--- src/rtl/mips_pkg.sv ---
// Shared MIPS pipeline definitions: datapath width, ALU opcodes,
// the hard-wired zero register and the producer/source match helper.
package mips_pkg;

  localparam int DW = 32;

  localparam logic [4:0] REG_ZERO = 5'd0;

  typedef enum logic [2:0] {
    ALU_ADD = 3'b000,
    ALU_SUB = 3'b001,
    ALU_AND = 3'b010,
    ALU_OR  = 3'b011,
    ALU_XOR = 3'b100,
    ALU_NOR = 3'b101,
    ALU_SLL = 3'b110,
    ALU_SLT = 3'b111
  } alu_op_e;

  // A producer matches a source when it writes a register other than r0
  // and that register is the one being read.
  function automatic logic rd_match(input logic wr, input logic [4:0] rd,
                                    input logic [4:0] src);
    return wr && (rd != REG_ZERO) && (rd == src);
  endfunction

endpackage

--- src/rtl/id_ex_stage_fwd_mux.sv ---
// fwd_mux: per-operand bypass selection and load-use hazard detection.
// ID_EX_FWD_EN defined   -> value comes from the youngest matching producer
//                           (EX, then MEM, then WB); only pending loads stall.
// ID_EX_FWD_EN undefined -> value always comes from the register file and
//                           any in-flight producer of the source stalls.
module fwd_mux
  import mips_pkg::*;
#(
  parameter int W = 32
) (
  input  logic [4:0]   src,
  input  logic [W-1:0] rf_data,
  input  logic         ex_wr,
  input  logic [4:0]   ex_rd,
  input  logic         ex_load,
  input  logic [W-1:0] ex_data,
  input  logic         mem_wr,
  input  logic [4:0]   mem_rd,
  input  logic         mem_load,
  input  logic [W-1:0] mem_data,
  input  logic         wb_wr,
  input  logic [4:0]   wb_rd,
  input  logic [W-1:0] wb_data,
  output logic [W-1:0] value,
  output logic         hazard
);

  logic ex_hit, mem_hit, wb_hit;

  assign ex_hit  = rd_match(ex_wr, ex_rd, src);
  assign mem_hit = rd_match(mem_wr, mem_rd, src);
  assign wb_hit  = rd_match(wb_wr, wb_rd, src);

`ifdef ID_EX_FWD_EN
  // Pick the youngest producer; a load still in EX or MEM has no data yet.
  always_comb begin
    value  = rf_data;
    hazard = (ex_hit && ex_load) || (mem_hit && mem_load);
    if (ex_hit) begin
      value = ex_data;
    end else if (mem_hit) begin
      value = mem_data;
    end else if (wb_hit) begin
      value = wb_data;
    end
  end
`else
  // Bypass data paths are not built in this configuration.
  logic unused_fwd;
  assign unused_fwd = ^{ex_load, ex_data, mem_load, mem_data, wb_data};

  // Wait for every producer of the source to retire, then read the file.
  always_comb begin
    value  = rf_data;
    hazard = ex_hit || mem_hit || wb_hit;
  end
`endif

endmodule

--- src/rtl/id_ex_stage.sv ---
// id_ex_stage: ID/EX pipeline register feeding the ALU. Resolves RAW hazards
// by forwarding (ID_EX_FWD_EN) or by stalling (default), inserts bubbles on
// load-use hazards and counts bubble cycles caused by hazards.
//
// Handshakes: a transfer happens on a rising edge where valid && ready.
// Upstream, id_valid/id_ready; ready may drop while valid is held and the
// producer must keep the instruction stable until it is taken. Downstream,
// ex_valid/ex_ready; the EX contents are held while ex_valid && !ex_ready.
module id_ex_stage #(
  parameter int DW    = mips_pkg::DW,
  parameter int CNT_W = 16
) (
  input  logic             clk,
  input  logic             rst_n,
  input  logic             id_valid,
  output logic             id_ready,
  input  logic [4:0]       id_rs_addr,
  input  logic [4:0]       id_rt_addr,
  input  logic [DW-1:0]    id_rs_data,
  input  logic [DW-1:0]    id_rt_data,
  input  logic [DW-1:0]    id_imm,
  input  logic             id_use_imm,
  input  logic [2:0]       id_alu_op,
  input  logic [4:0]       id_rd_addr,
  input  logic             id_reg_write,
  input  logic             id_mem_read,
  input  logic             flush,
  input  logic [DW-1:0]    ex_result,
  input  logic [4:0]       mem_rd_addr,
  input  logic             mem_reg_write,
  input  logic             mem_mem_read,
  input  logic [DW-1:0]    mem_result,
  input  logic [4:0]       wb_rd_addr,
  input  logic             wb_reg_write,
  input  logic [DW-1:0]    wb_data,
  output logic             ex_valid,
  input  logic             ex_ready,
  output logic [DW-1:0]    readData1,
  output logic [DW-1:0]    readData2,
  output logic [2:0]       ALUOp,
  output logic [4:0]       ex_rd_addr,
  output logic             ex_reg_write,
  output logic             ex_mem_read,
  output logic [CNT_W-1:0] stall_cnt
);

  import mips_pkg::*;

  logic          adv;
  logic          hazard;
  logic          ex_wr;
  logic          rs_haz, rt_haz;
  logic [DW-1:0] rs_val, rt_val;

  assign adv      = !ex_valid || ex_ready;
  assign ex_wr    = ex_valid && ex_reg_write;
  // rt is only a real source when operand 2 is not the immediate.
  assign hazard   = rs_haz || (!id_use_imm && rt_haz);
  assign id_ready = adv && !hazard;

  fwd_mux #(.W(DW)) u_fwd_rs (
    .src      (id_rs_addr),
    .rf_data  (id_rs_data),
    .ex_wr    (ex_wr),
    .ex_rd    (ex_rd_addr),
    .ex_load  (ex_mem_read),
    .ex_data  (ex_result),
    .mem_wr   (mem_reg_write),
    .mem_rd   (mem_rd_addr),
    .mem_load (mem_mem_read),
    .mem_data (mem_result),
    .wb_wr    (wb_reg_write),
    .wb_rd    (wb_rd_addr),
    .wb_data  (wb_data),
    .value    (rs_val),
    .hazard   (rs_haz)
  );

  fwd_mux #(.W(DW)) u_fwd_rt (
    .src      (id_rt_addr),
    .rf_data  (id_rt_data),
    .ex_wr    (ex_wr),
    .ex_rd    (ex_rd_addr),
    .ex_load  (ex_mem_read),
    .ex_data  (ex_result),
    .mem_wr   (mem_reg_write),
    .mem_rd   (mem_rd_addr),
    .mem_load (mem_mem_read),
    .mem_data (mem_result),
    .wb_wr    (wb_reg_write),
    .wb_rd    (wb_rd_addr),
    .wb_data  (wb_data),
    .value    (rt_val),
    .hazard   (rt_haz)
  );

  // Pipeline register: capture, bubble or hold; flush kills the slot last.
  always_ff @(posedge clk or negedge rst_n) begin
    if (!rst_n) begin
      ex_valid     <= 1'b0;
      readData1    <= '0;
      readData2    <= '0;
      ALUOp        <= '0;
      ex_rd_addr   <= '0;
      ex_reg_write <= 1'b0;
      ex_mem_read  <= 1'b0;
    end else begin
      if (adv) begin
        if (id_valid && !hazard) begin
          ex_valid     <= 1'b1;
          readData1    <= rs_val;
          readData2    <= id_use_imm ? id_imm : rt_val;
          ALUOp        <= id_alu_op;
          ex_rd_addr   <= id_rd_addr;
          ex_reg_write <= id_reg_write;
          ex_mem_read  <= id_mem_read;
        end else begin
          // Bubble: operands keep stale data, control is cleared.
          ex_valid     <= 1'b0;
          ALUOp        <= ALU_ADD;
          ex_rd_addr   <= REG_ZERO;
          ex_reg_write <= 1'b0;
          ex_mem_read  <= 1'b0;
        end
      end
      if (flush) begin
        ex_valid     <= 1'b0;
        ex_reg_write <= 1'b0;
        ex_mem_read  <= 1'b0;
      end
    end
  end

  // Count bubbles caused by hazards; a downstream stall is not a bubble.
  always_ff @(posedge clk or negedge rst_n) begin
    if (!rst_n) begin
      stall_cnt <= '0;
    end else if (id_valid && hazard && adv && (stall_cnt != '1)) begin
      stall_cnt <= stall_cnt + CNT_W'(1);
    end
  end

endmodule

--- config.mk ---
export PLATFORM = sky130hd
export DESIGN_NAME = id_ex_stage
export DESIGN_NICKNAME = d
export VERILOG_FILES = /design/src/rtl/mips_pkg.sv /design/src/rtl/id_ex_stage_fwd_mux.sv /design/src/rtl/id_ex_stage.sv
export SDC_FILE = /design/constraint.sdc
export NUM_CORES = 1
export LEC_CHECK = 0
export CAP_MARGIN = 20
export CORE_AREA = 2 2 126 128
export CTS_BUF_LIST = sky130_fd_sc_hd__clkbuf_2
export CTS_CLUSTER_DIAMETER = 40
export DETAILED_ROUTE_END_ITERATION = 8
export DIE_AREA = 0 0 128 130
export HOLD_SLACK_MARGIN = 0.1
export PLACE_DENSITY = 0.76
export SYNTH_ARGS = -nofsm -noshare
export SYNTH_HDL_FRONTEND = slang
export SYNTH_SLANG_ARGS = --single-unit
--- constraint.sdc ---
create_clock -name clk -period 4.07 [get_ports clk]
set_input_delay 0.814 -clock clk [delete_from_list [all_inputs] [get_ports clk]]
set_output_delay 0.814 -clock clk [all_outputs]
set_load 0.02 [all_outputs]
==> flow_summary.json <==
{
  "status": "completed",
  "path_class": "primary input to output pin",
  "numPortBuffers": 225,
  "p_int_w": 0.00161,
  "cts_buffers": 9,
  "power.leakage_nw": 2.81,
  "gp_congestion": 0.831,
  "ctsResizeCount": 0,
  "avgSynthCellArea_sq_um": 11.6,
  "fin_crit_ns": 3.86,
  "hold_viol_final": 0,
  "tritoncts": "built",
  "cp_data_required_time_ns": 3.26,
  "path_buf_inv": 2,
  "cts_max_level": 3,
  "clock_sinks": 91,
  "final_nets": 820,
  "grt_pass1_wl_mm": 19.7,
  "drt-vias-per-instance": 4.66,
  "cts_buffer_depth": 2,
  "synth_seq_cells": 91,
  "clkTransAtPathRegs_ns": 0.26,
  "drtIter0Drc": 141,
  "netlist_instances": 364,
  "post-cts-setup-buffers": 0,
  "synth_compound_area_frac": 0.0715,
  "synth_fa_ha_area_frac": 0.00296,
  "cts_hold_buf": 0,
  "rsz0062_at_grt": "no",
  "clk_latency_ns": 0.55,
  "cp-start-kind": "primary input",
  "route.detailed.drc": 0,
  "yosys_warnings": 0,
  "fin_ws_ns": 0.206,
  "slowest_stage": "clkdlybuf4s50_1",
  "start_util": 0.274,
  "path_max_fanout": 3,
  "wl_per_cell_microns": 15.9,
  "end_kind": "output pin",
  "ys_types": 32,
  "synth-simple-area-share": 0.108,
  "wirelength_mm": 12.5,
  "p_per_area_mw_per_mm2": 349,
  "synth_top_family_by_area": "multiplexers",
  "synthMuxAreaShare": 0.171,
  "ios": 323,
  "rr_worst_depth": 5,
  "ant_nets": 0,
  "dr_total_vias": 3661,
  "crit_arrival_ns": 3.05,
  "slowest_delay_ns": 0.67,
  "min_path_type": "primary input to asynchronous set/reset pin",
  "core_area_sq_mm": 0.0154,
  "reg2reg_from": "ex_rd_addr[0]$_DFFE_PN0P_",
  "rrSetupSlack_ns": 1.25,
  "switching_share": 0.325,
  "finalSetupViolCount": 0,
  "critPathTopFamily": "buffers and inverters",
  "max_freq_mhz": 259,
  "combPwrFrac": 0.341,
  "ir_drop_uv": 191,
  "drtPass1Iterations": 4,
  "grt_pass1_vias": 3826,
  "dpl.hpwl_mm": 9.60,
  "drive_gt1_frac": 0.106,
  "rows": 46,
  "skew_ns": 0.0247,
  "seq_area_frac_synth": 0.538,
  "n_fill_cell": 1434,
  "synth-xor-area-share": 0.0869,
  "switchingPower_w": 0.000772,
  "syn-cell-area_sq_mm": 0.00423,
  "grt_usage": 0.152,
  "cp_common_cell": "clkdlybuf4s50_1",
  "maxCapViolCount": 0,
  "cp_cell_sequence": "clkdlybuf4s50_1 -> or4_1 -> o21ai_0 -> a21oi_2 -> nor4_1 -> clkdlybuf4s50_1",
  "grt_max_degree": 76,
  "die_area_sq_mm": 0.0166,
  "synth_nets": 596,
  "maxSlewHeadroom": 0.348,
  "fin_util": 0.442,
  "layout_worst_path_cycle_share": 0.949,
  "die_y_microns": 130,
  "worstReg2RegEnd": "stall_cnt[1]$_DFFE_PN0P_",
  "clkPwrFrac": 0.196,
  "ctsRootBufferMaster": "clkbuf_2",
  "worst_pin_slew_ns": 0.978,
  "maxSlewViolCount": 0,
  "grt_overflow_total": 0,
  "seqPwrFrac": 0.463,
  "finalSetupTns_ns": 0,
  "place_ws_ns": 0.210,
  "antenna_found_initial": 2,
  "area_growth_pct": 61.1,
  "chipWidth_microns": 128
}
==> logic make-up (layout without fill, tap and decap cells) <==
kind of cell	count (synthesis)	after routing
compound gates	50	50
mux	68	68
other cells	0	1
fa+ha+maj	1	1
buf+inv	19	248
simple gates	93	93
xor+xnor	42	42
flops	91	91
==> synth_stat cells <==
cell type  number  area share
a21oi_2         2      0.0041
or2_2           1      0.0015
clkbuf_1        8      0.0071
a22oi_1         2      0.0035
inv_1           2      0.0018
o21ai_0         3      0.0035
buf_4           2      0.0035
nor2_1         43       0.038
mux2_2         36       0.096
nor4_1          6      0.0089
a21oi_1        33       0.039
nand2_1         9      0.0080
xnor2_1        22       0.046
nor3b_1         2      0.0035
or3_1           3      0.0044
nor3_1          5      0.0059
nand2b_1        2      0.0030
nor3_2          1      0.0024
or4_1           3      0.0053
nand3_1         9       0.011
buf_2           7      0.0083
dfrtp_1        91        0.54
and3_1          1      0.0015
nor4_4          1      0.0050
xor2_1         20       0.041
mux2i_1        32       0.076
o32ai_1         1      0.0021
o2111a_1        1      0.0027
ha_1            1      0.0030
nor2b_1         1      0.0015
nand4_1         6      0.0089
a22o_1          8       0.017
==> layer usage <==
metal / share of wire / GRT usage
met1: 0.40 / 0.176
met2: 0.48 / 0.254
met3: 0.10 / 0.0627
met4: 0.012 / 0.0524
met5: 0 / 0
==> worst max-delay path by stage <==
stage | from | endpoint | cells after the start
2_1_floorplan | wb_rd_addr[0] | id_ready | 4
3_3_place_gp | wb_rd_addr[0] | id_ready | 6
3_5_place_dp | wb_rd_addr[0] | id_ready | 6
4_1_cts | wb_rd_addr[0] | id_ready | 6
5_1_grt | wb_rd_addr[0] | id_ready | 6
6_report | wb_rd_addr[0] | id_ready | 6
==> cells in the final DEF, fill, tap and decap left out, types with 2 or more instances in the layout <==
| cell | n |
|---|---|
| a21oi_1 | 33 |
| a21oi_2 | 2 |
| a22o_1 | 8 |
| a22oi_1 | 2 |
| buf_12 | 2 |
| buf_4 | 4 |
| clkbuf_2 | 10 |
| clkdlybuf4s50_1 | 223 |
| clkinvlp_4 | 2 |
| dfrtp_1 | 91 |
| inv_1 | 2 |
| mux2_2 | 36 |
| mux2i_1 | 32 |
| nand2_1 | 9 |
| nand2b_1 | 2 |
| nand3_1 | 9 |
| nand4_1 | 6 |
| nor2_1 | 43 |
| nor3_1 | 5 |
| nor3b_1 | 2 |
| nor4_1 | 6 |
| o21ai_0 | 3 |
| or3_1 | 3 |
| or4_1 | 3 |
| xnor2_1 | 22 |
| xor2_1 | 20 |
==> power by group through the flow <==
stage               clock (W)  combinational (W)  sequential [W]
global placement            0           0.000803         0.00111
detailed placement          0           0.000817         0.00112
global route         0.000535           0.000864         0.00112
floorplan                   0           0.000207         0.00126
CTS                  0.000499           0.000821         0.00110
finish               0.000466           0.000811         0.00110
==> state kept, by name (all words and copies together) (netlist names) <==
signal	flops
stall_cnt	16
ALUOp	3
readData1	32
ex_valid	1
ex_mem_read	1
readData2	32
ex_reg_write	1
ex_rd_addr	5
==> metrics by stage <==
stage               total power [W]  instances  area [sq um]  hold slack, ns
finish                      0.00238        786          6820           0.385
global route                0.00252        786          6820           0.326
global placement            0.00191        769          6700           0.485
floorplan                   0.00146        364          4230           0.518
CTS                         0.00242        785          6820           0.303
detailed placement          0.00194        769          6700           0.495
==> final cells by class <==
class / instances / area, sq um / share of cell area
repair buffers: 230 / 2310 / 0.338
flip-flops and latches: 91 / 2280 / 0.334
multi-input cells: 254 / 1870 / 0.274
well taps: 192 / 240 / 0.0352
clock inverters: 6 / 65.1 / 0.00954
clock buffers: 10 / 50.0 / 0.00734
inverters: 2 / 7.51 / 0.00110
diodes: 1 / 2.50 / 0.000367
==> worst reg2reg max path, delay by kind of cell (launching register included) <==
family          cells  cell delay (ns)
compound gates      1             0.32
mux                 1             0.33
flops               1             0.51
simple gates        3             1.60
Power figures use the tool's default switching activity.
